==> config.mk <==
export PLATFORM = sky130hd
export DESIGN_NAME = rca_result_packer
export DESIGN_NICKNAME = d
export VERILOG_FILES = /design/src/rtl/rca_pkg.sv /design/src/rtl/rca_fifo2.sv /design/src/rtl/rca_result_packer.sv
export SDC_FILE = /design/constraint.sdc
export NUM_CORES = 1
export LEC_CHECK = 0
export CORE_MARGIN = 3
export CORE_UTILIZATION = 35
export CTS_CLUSTER_DIAMETER = 30
export DETAILED_ROUTE_END_ITERATION = 6
export GPL_TIMING_DRIVEN = 0
export PLACE_DENSITY_LB_ADDON = 0.15
export SLEW_MARGIN = 10
export SYNTH_ARGS = -nofsm -noshare
export SYNTH_HDL_FRONTEND = slang
export SYNTH_SLANG_ARGS = --single-unit
==> constraint.sdc <==
create_clock -name clk -period 2.46 [get_ports clk]
set_clock_uncertainty 0.1 [all_clocks]
set_input_delay 0.246 -clock clk [delete_from_list [all_inputs] [get_ports clk]]
set_output_delay 0.246 -clock clk [all_outputs]
set_load 0.03 [all_outputs]
==> src/rtl/rca_pkg.sv <==
// rtl/rca_pkg.sv - shared ripple-carry adder and result packer width constants
package rca_pkg;

  // Operand/sum width of one ripple-carry adder slice
  localparam int ADDER_W = 4;
  // Carry-out width of one adder slice
  localparam int CARRY_W = 1;

  // Packer defaults: one nibble per adder result, four nibbles per word
  localparam int SUM_W_DEF   = ADDER_W;
  localparam int NIBBLES_DEF = 4;

  // Assembled word width is always derived, never set independently
  function automatic int word_w(input int sum_w, input int nibbles);
    return sum_w * nibbles;
  endfunction

  localparam int WORD_W_DEF = word_w(SUM_W_DEF, NIBBLES_DEF);

endpackage

==> src/rtl/rca_fifo2.sv <==
// rtl/rca_fifo2.sv - two-entry registered output FIFO for assembled words
module rca_fifo2 #(
  parameter int DATA_W = 8
) (
  input  logic              clk,
  input  logic              rst,
  input  logic              push,
  input  logic [DATA_W-1:0] push_data,
  input  logic              pop,
  output logic              full,
  output logic              empty,
  output logic [DATA_W-1:0] head_data
);

  logic [1:0]        r_count;
  logic [DATA_W-1:0] r_head;
  logic [DATA_W-1:0] r_tail;

  // Head is always a register so the consumer sees a stable word while stalled.
  // Push into a full FIFO without a pop is ignored; the caller counts the drop.
  always_ff @(posedge clk) begin
    if (rst) begin
      r_count <= 2'd0;
      r_head  <= '0;
      r_tail  <= '0;
    end else begin
      case (r_count)
        2'd0: begin
          if (push) begin
            r_head  <= push_data;
            r_count <= 2'd1;
          end
        end
        2'd1: begin
          if (push && pop) begin
            r_head <= push_data;
          end else if (push) begin
            r_tail  <= push_data;
            r_count <= 2'd2;
          end else if (pop) begin
            r_count <= 2'd0;
          end
        end
        2'd2: begin
          if (pop) begin
            r_head <= r_tail;
            if (push) begin
              r_tail <= push_data;
            end else begin
              r_count <= 2'd1;
            end
          end
        end
        default: r_count <= 2'd0;
      endcase
    end
  end

  assign full      = (r_count == 2'd2);
  assign empty     = (r_count == 2'd0);
  assign head_data = r_head;

endmodule

==> src/rtl/rca_result_packer.sv <==
// rtl/rca_result_packer.sv - packs adder result nibbles into words behind a 2-entry FIFO
module rca_result_packer
  import rca_pkg::*;
#(
  parameter  int SUM_W   = SUM_W_DEF,
  parameter  int NIBBLES = NIBBLES_DEF,
  localparam int WORD_W  = word_w(SUM_W, NIBBLES)
) (
  input  logic              clk,
  input  logic              rst,
  input  logic              in_valid,
  input  logic [SUM_W-1:0]  in_sum,
  input  logic              in_cout,
  input  logic              in_flush,
  output logic              out_valid,
  input  logic              out_ready,
  output logic [WORD_W-1:0] out_word,
  output logic              out_cout,
  output logic              drop_err,
  output logic [7:0]        drop_cnt
);

  localparam int              IDX_W    = (NIBBLES > 1) ? $clog2(NIBBLES) : 1;
  localparam logic [IDX_W-1:0] LAST_IDX = IDX_W'(NIBBLES - 1);

  logic [IDX_W-1:0]  r_idx;
  logic [WORD_W-1:0] r_asm;
  logic              r_drop_err;
  logic [7:0]        r_drop_cnt;

  logic              w_last;
  logic              w_complete;
  logic              w_pop;
  logic              w_push;
  logic              w_drop;
  logic              w_full;
  logic              w_empty;
  logic [WORD_W-1:0] w_word;
  logic [WORD_W:0]   w_head;

  // A flushed cycle never completes a word, even if it carries the last nibble
  assign w_last     = (r_idx == LAST_IDX);
  assign w_complete = in_valid && !in_flush && w_last;
  assign w_pop      = !w_empty && out_ready;
  // A pop on the same edge frees the slot the new word needs
  assign w_push     = w_complete && (!w_full || w_pop);
  assign w_drop     = w_complete && w_full && !w_pop;

  // Completed word: assembly so far with the final nibble merged into its slot
  always_comb begin
    w_word = r_asm;
    w_word[int'(r_idx) * SUM_W +: SUM_W] = in_sum;
  end

  // Nibble index and assembly register; cleared on wrap so unwritten bits read zero
  always_ff @(posedge clk) begin
    if (rst || in_flush) begin
      r_idx <= '0;
      r_asm <= '0;
    end else if (in_valid) begin
      if (w_last) begin
        r_idx <= '0;
        r_asm <= '0;
      end else begin
        r_idx <= r_idx + 1'b1;
        r_asm[int'(r_idx) * SUM_W +: SUM_W] <= in_sum;
      end
    end
  end

  // Sticky drop flag and saturating drop counter
  always_ff @(posedge clk) begin
    if (rst) begin
      r_drop_err <= 1'b0;
      r_drop_cnt <= 8'd0;
    end else if (w_drop) begin
      r_drop_err <= 1'b1;
      if (r_drop_cnt != 8'hFF) begin
        r_drop_cnt <= r_drop_cnt + 8'd1;
      end
    end
  end

  rca_fifo2 #(
    .DATA_W (WORD_W + 1)
  ) u_fifo (
    .clk       (clk),
    .rst       (rst),
    .push      (w_push),
    .push_data ({in_cout, w_word}),
    .pop       (w_pop),
    .full      (w_full),
    .empty     (w_empty),
    .head_data (w_head)
  );

  assign out_valid = !w_empty;
  assign out_word  = w_head[WORD_W-1:0];
  assign out_cout  = w_head[WORD_W];
  assign drop_err  = r_drop_err;
  assign drop_cnt  = r_drop_cnt;

endmodule

### After elaboration in Yosys (flattened, before gate mapping)

Index checks and enable logic that the tools add are counted.
W data, S select, Z words.

* $add $sub $neg: 3
* equality and inequality tests: 10
* shifts and indexed selects: 2
* multiplexer cells: 18
* reductions and logical operators: 20

Operator list (count)
* $mux W17: 6
* $pmux W17 S3: 1
* $pmux W17 S2: 1
* $neg A4 Y33: 1
* $shift A4 B33 Y16 const A: 1
* $shiftx A4 B33 Y16: 1
* $bwmux W16: 1
* $mux W16: 1
* $mux W2: 7
* $add A8 B1 Y8 const B: 1
* $ne A8 B8 Y1 const B: 1
* $logic_and A1 B1 Y1: 7
* $ne A2 B1 Y1 const B: 3
* $pmux W2 S3: 1
* $reduce_and A5 Y1: 1
* $eq A2 B2 Y1 const B: 2
* $logic_not A1 Y1: 4
* $ne A2 B2 Y1 const B: 2
* $reduce_and A4 Y1: 1
* $ne A3 B1 Y1 const B: 1
* $reduce_and A3 Y1: 1
* $reduce_bool A3 Y1: 1
* $add A2 B1 Y2 const B: 1
* $eq A2 B1 Y1 const B: 1
* 4 further kinds: 5

* flip-flop bits (word level): 63
* input bits: 10
* output and inout port bits: 27
* word-level logic and storage cells: 60

### Longest topological paths before layout

Gate-level depths: netlist (run 1).

* depth in word-level cells: 8
* mapped depth: 8
* depth with buffers taken out: 6

### Hierarchy

From an unflattened synthesis (run 1), not the netlist that was laid out.

* cells, all modules: 375
* area total of the unflattened synthesis: 3276.9 um^2

Modules (own cells, without submodules)
* rca_fifo2: times used 1, cells each 193, area an instance 1831.8 um^2, sequential area each 720.7 um^2
* rca_result_packer: times used 1, cells each 182, area an instance 1445.1 um^2, sequential area each 540.5 um^2

### Worst setup path before layout (run 1)

No wires, ideal clock.

* path kind: reg2reg
* from: register r_idx[0]
* to: register u_fifo.r_head[15] (netlist: u_fifo.head_data[15])
* setup time: 72 ps
* arrival: 1961 ps
* required time: 2288 ps
* path slack: 328 ps
* stages on the path, launching flop included: 9
* buffers on the path: 2
* period minus slack after synthesis: 2132 ps
* cells stage by stage: dfxtp_1 -> clkbuf_1 -> inv_1 -> ha_1 -> clkbuf_1 -> or3b_2 -> o2bb2ai_1 -> o21ai_0 -> mux2i_1

* word-level cells in the longest chain between the ends: 6
* elaborated cells between the ends (all ways): 14
* those cells by class: 1 x add/sub; 3 x eq/ne; 2 x shift; 4 x mux; 4 x reduce/logical

RTL lines
* from (decl): line rca_result_packer.sv:26 `logic [IDX_W-1:0] r_idx;`
* from (signal assigned): line rca_result_packer.sv:65 `r_idx <= r_idx + 1'b1;`
* parallel branches: the longest is 6 deep, another holds $neg A4 Y33
* to (signal assigned): line rca_fifo2.sv:30 `r_head <= push_data;`
* to (signal assigned): line rca_fifo2.sv:36 `r_head <= push_data;`
* to (signal assigned): line rca_fifo2.sv:46 `r_head <= r_tail;`
* to (decl): line rca_fifo2.sv:16 `logic [DATA_W-1:0] r_head;`

Parallel ways; which one is timed is not known. The select of a mux whose other input is x is not followed.
A chain may end at the register's enable or synchronous reset.

### Worst setup path in the final report (run 1)

* from: register r_idx[0]
* to: register u_fifo.r_head[2] (netlist: u_fifo.head_data[2])

The elaborated chain is that of the path after synthesis.

==> impl_metrics.csv, run 1 <==
group,metric,value,unit
yosys,ys_types,51,
power_and_ir_drop,p_leak,1.51,nW
grt,antenna_found_initial,0,
grt,grtUsageTotal,15.2,%
cells_and_area,diodes,0,
power_and_ir_drop,switching_share,22.2,%
timing,rsz0062_at_grt,"no",
power_and_ir_drop,pwr-share-clk,48.8,%
yosys,avgSynthCellArea,9.19,um^2
hold_path,holdCritPathClass,"input port to flop",
setup_path,crit_type,"flop to flop",
cells_and_area,drive_above_1_share,9.90,%
clocking,numClockSinks,63,
grt,grt_pass1_vias,2345,
routing,route.detailed.drc,0,
routing,vias_per_cell,5.18,
yosys,synth_top_flop_cell,"dfxtp_1",
grt,overflow,0,
cells_and_area,nets,409,
grt,grt_pass1_wl,12100,um
grt,grt_max_degree,12,
timing,period_needed,2.31,ns
routing,num_vias,2587,
outcome,status,"finished, final reports clean",
power_and_ir_drop,power_density,576,nW/um^2
clocking,cts_hold_repair.buffers,0,
die,die_area,10200,um^2
clocking,htreeDepth,3,
power_and_ir_drop,intPower,0.00174,W
timing,fmax,434,MHz
timing,worst_slew_pin_slew,0.613,ns
routing,drtAntennaViolNets,0,
yosys,syn_nets,363,
timing,final_hold_viol_count,0,
power_and_ir_drop,seqPwrFrac,45.7,%
yosys,ys_seq_area_share,40.0,%
timing,slew_viol_final,0,
yosys,yosysWarningCount,0,
clocking,clk_pin_slew_worst_paths,0.08,ns
placement,place_hpwl,5360,um
routing,wl,7420,um
clocking,cts_tree,"done",
yosys,yosys-top-cells-area,"dfxtp_1 (40%), mux2i_1 (11%), nor2_1 (4.5%)",
power_and_ir_drop,p_comb_share,5.4,%
yosys,synthesis.area,3150,um^2
setup_path,cp.arrival,2.47,ns
power_and_ir_drop,p_sw,0.000498,W
die,die_y,101,um
setup_path,cp_data_required_time,2.63,ns
yosys,syn_inst,343,
timing,setup_viol_count_final,0,
yosys,synth-async-reset-ratio,0,%
setup_path,cp-start-kind,"flop",
clocking,cts_made_buffers,9,
clocking,clkLatencyLatePin,0.34,ns
placement,portBuffers,35,
die,core,8460,um^2
timing,finalCritPeriodShare,93.8,%
flow_run,maxCapViolations,0,
yosys,synth_edf_count,0,
clocking,postCtsSetupBuffers,0,
yosys,yosysTopAreaCell,"dfxtp_1",
setup_path,cp-end-kind,"flop",
cells_and_area,syn_to_final_growth,23.4,%
die,start_util,37.3,%
die,die_w,101,um
routing,drt_iter0_markers,94,
setup_path,crit_fanout,10,
clocking,clk_path_buf_depth,2,
cells_and_area,fin_util,46.0,%
timing,relSlewSlack,59.2,%
routing,wire_per_inst,14.9,um
routing,firstDrtPassIters,7,
die,ios,37,
placement,place_congestion,0.751,
clocking,clock_tree.root_cell,"clkbuf_8",
yosys,synth_top_area_share,40.0,%
power_and_ir_drop,power.total,0.00224,W
power_and_ir_drop,vdd.ir_drop.worst,289,uV
yosys,ys_ff_latch,63,
die,num_rows,33,
placed cells by master, fill, tap and decap left out, types with 3 or more instances in the layout:
master           synthesis  final
a31o_2                   4      4
nor2b_1                 18     17
ha_1                    10     10
nand2_1                 19     19
nand3_1                  5      5
o41ai_1                  3      3
or3_1                    3      3
a211oi_2                 3      3
a21oi_1                 16     16
clkbuf_1                15     14
o21ai_0                 20     20
clkdlybuf4s50_1          0     35
inv_1                   13     13
and3_1                   5      5
a41o_1                   6      6
nor2_1                  38     38
and2b_1                  4      4
dfxtp_1                 63     63
bufinv_16                0      3
nor3b_1                  3      3
clkbuf_8                 0      9
mux2i_1                 34     34
o311ai_1                 3      3
a211o_1                  3      3
o21a_1                  12     12
nand3b_1                 3      3
cell usage after synthesis, types with 2 or more instances:
cell type	n
mux2i_1	34
a41o_1	6
a211oi_1	2
o21a_1	12
a2bb2oi_1	2
a31o_2	4
nor3b_1	3
buf_1	2
inv_1	13
nand3b_1	3
ha_1	10
a211oi_2	3
a21oi_1	16
nor2_1	38
o311ai_1	3
nand3_1	5
o22ai_1	2
a211o_1	3
or3_1	3
o2bb2ai_1	2
o211ai_1	2
a2111oi_4	2
nand2_1	19
o21ai_0	20
and3_1	5
a32oi_1	2
o41ai_1	3
buf_6	2
nand2b_1	2
dfxtp_1	63
and2b_1	4
clkbuf_1	15
and3b_1	2
nor2b_1	18
buf_2	2
sequential cells by signal (all words and copies together) (netlist names):
| register | cells |
|---|---|
| drop_cnt | 8 |
| drop_err | 1 |
| r_asm | 16 |
| r_idx | 2 |
| u_fifo.head_data | 17 |
| u_fifo.r_count | 2 |
| u_fifo.r_tail | 17 |
cell families (layout without fill, tap and decap cells):
logic type,Yosys count,after routing,synth area share [%]
compound gates,87,87,20.7
xor+xnor,1,1,0.278
fa+ha+maj,10,10,3.97
buf+inv,35,86,5.08
flops,63,63,40.0
mux,34,34,10.8
simple gates,113,113,19.2
layout make-up:
type	instances	area, um^2
Timing Repair Buffer	35	350
Clock inverter	6	109
Buffer	22	116
Multi-Input combinational cell	245	1750
Inverter	13	48.8
Clock buffer	10	128
Fill cell	802	4570
Tap cell	105	131
Sequential cell	63	1260
metal layers:
metal | wire length [um] | part of all wire, % | global-route usage [%]
met5 | 0 | 0 | 0
met4 | 36 | 0.48 | 3.68
met3 | 341 | 4.6 | 3.94
met2 | 3130 | 42 | 21.5
met1 | 3920 | 53 | 22.8
path summary, 6_finish.rpt:
path | from | end | slack, ns | depth (start not counted)
setup reg to reg | r_idx[0] | u_fifo.head_data[2] | 0.15 | 7
hold / removal | rst | u_fifo.head_data[12] | 0.33 | 3
setup / recovery | r_idx[0] | u_fifo.head_data[2] | 0.15 | 7
hold reg to reg | drop_err | drop_err | 0.36 | 2
power by group through the flow:
stage,clock (W),combinational [W],sequential (W)
finish,0.00109,0.000121,0.00102
global route,0.00115,0.000133,0.00102
CTS,0.00111,0.000121,0.00102
detailed placement,0,0.000120,0.00105
global placement,0,0.000120,0.00105
floorplan,0,0.0000725,0.00105
per-stage QoR:
stage               setup WS, ns  area [um^2]  TNS [ns]  std cells  hold slack [ns]
global route            0.000550         3890         0        499            0.377
global placement         -0.0503         3630   -0.0983        483            0.335
finish                     0.154         3890         0        499            0.331
floorplan                  0.328         3150         0        343            0.293
CTS                       0.0305         3870         0        499            0.337
detailed placement        -0.106         3630    -0.269        483            0.346
timing repair:
item,in CTS,in global routing
pin swaps,0,0
endpoints found under the setup margin,8,9
resized for setup,1,7
endpoints found under the hold margin,0,0
worst max-delay path, cell delays in order, from the launching register on:
cell and delay (ns):
dfxtp_1 0.38, clkbuf_4 0.23, inv_1 0.09, ha_1 0.38, nor3b_1 0.53, a31o_2 0.30
o21ai_0 0.10, mux2i_1 0.14
Power figures use the tool's default switching activity.
==> inputs of run 2 (changes only) <==
- ABC_CLOCK_PERIOD_IN_PS: unset -> 2460
==> results of run 2 <==
No change in the layout: final DEF, timing and power equal those of run 1.
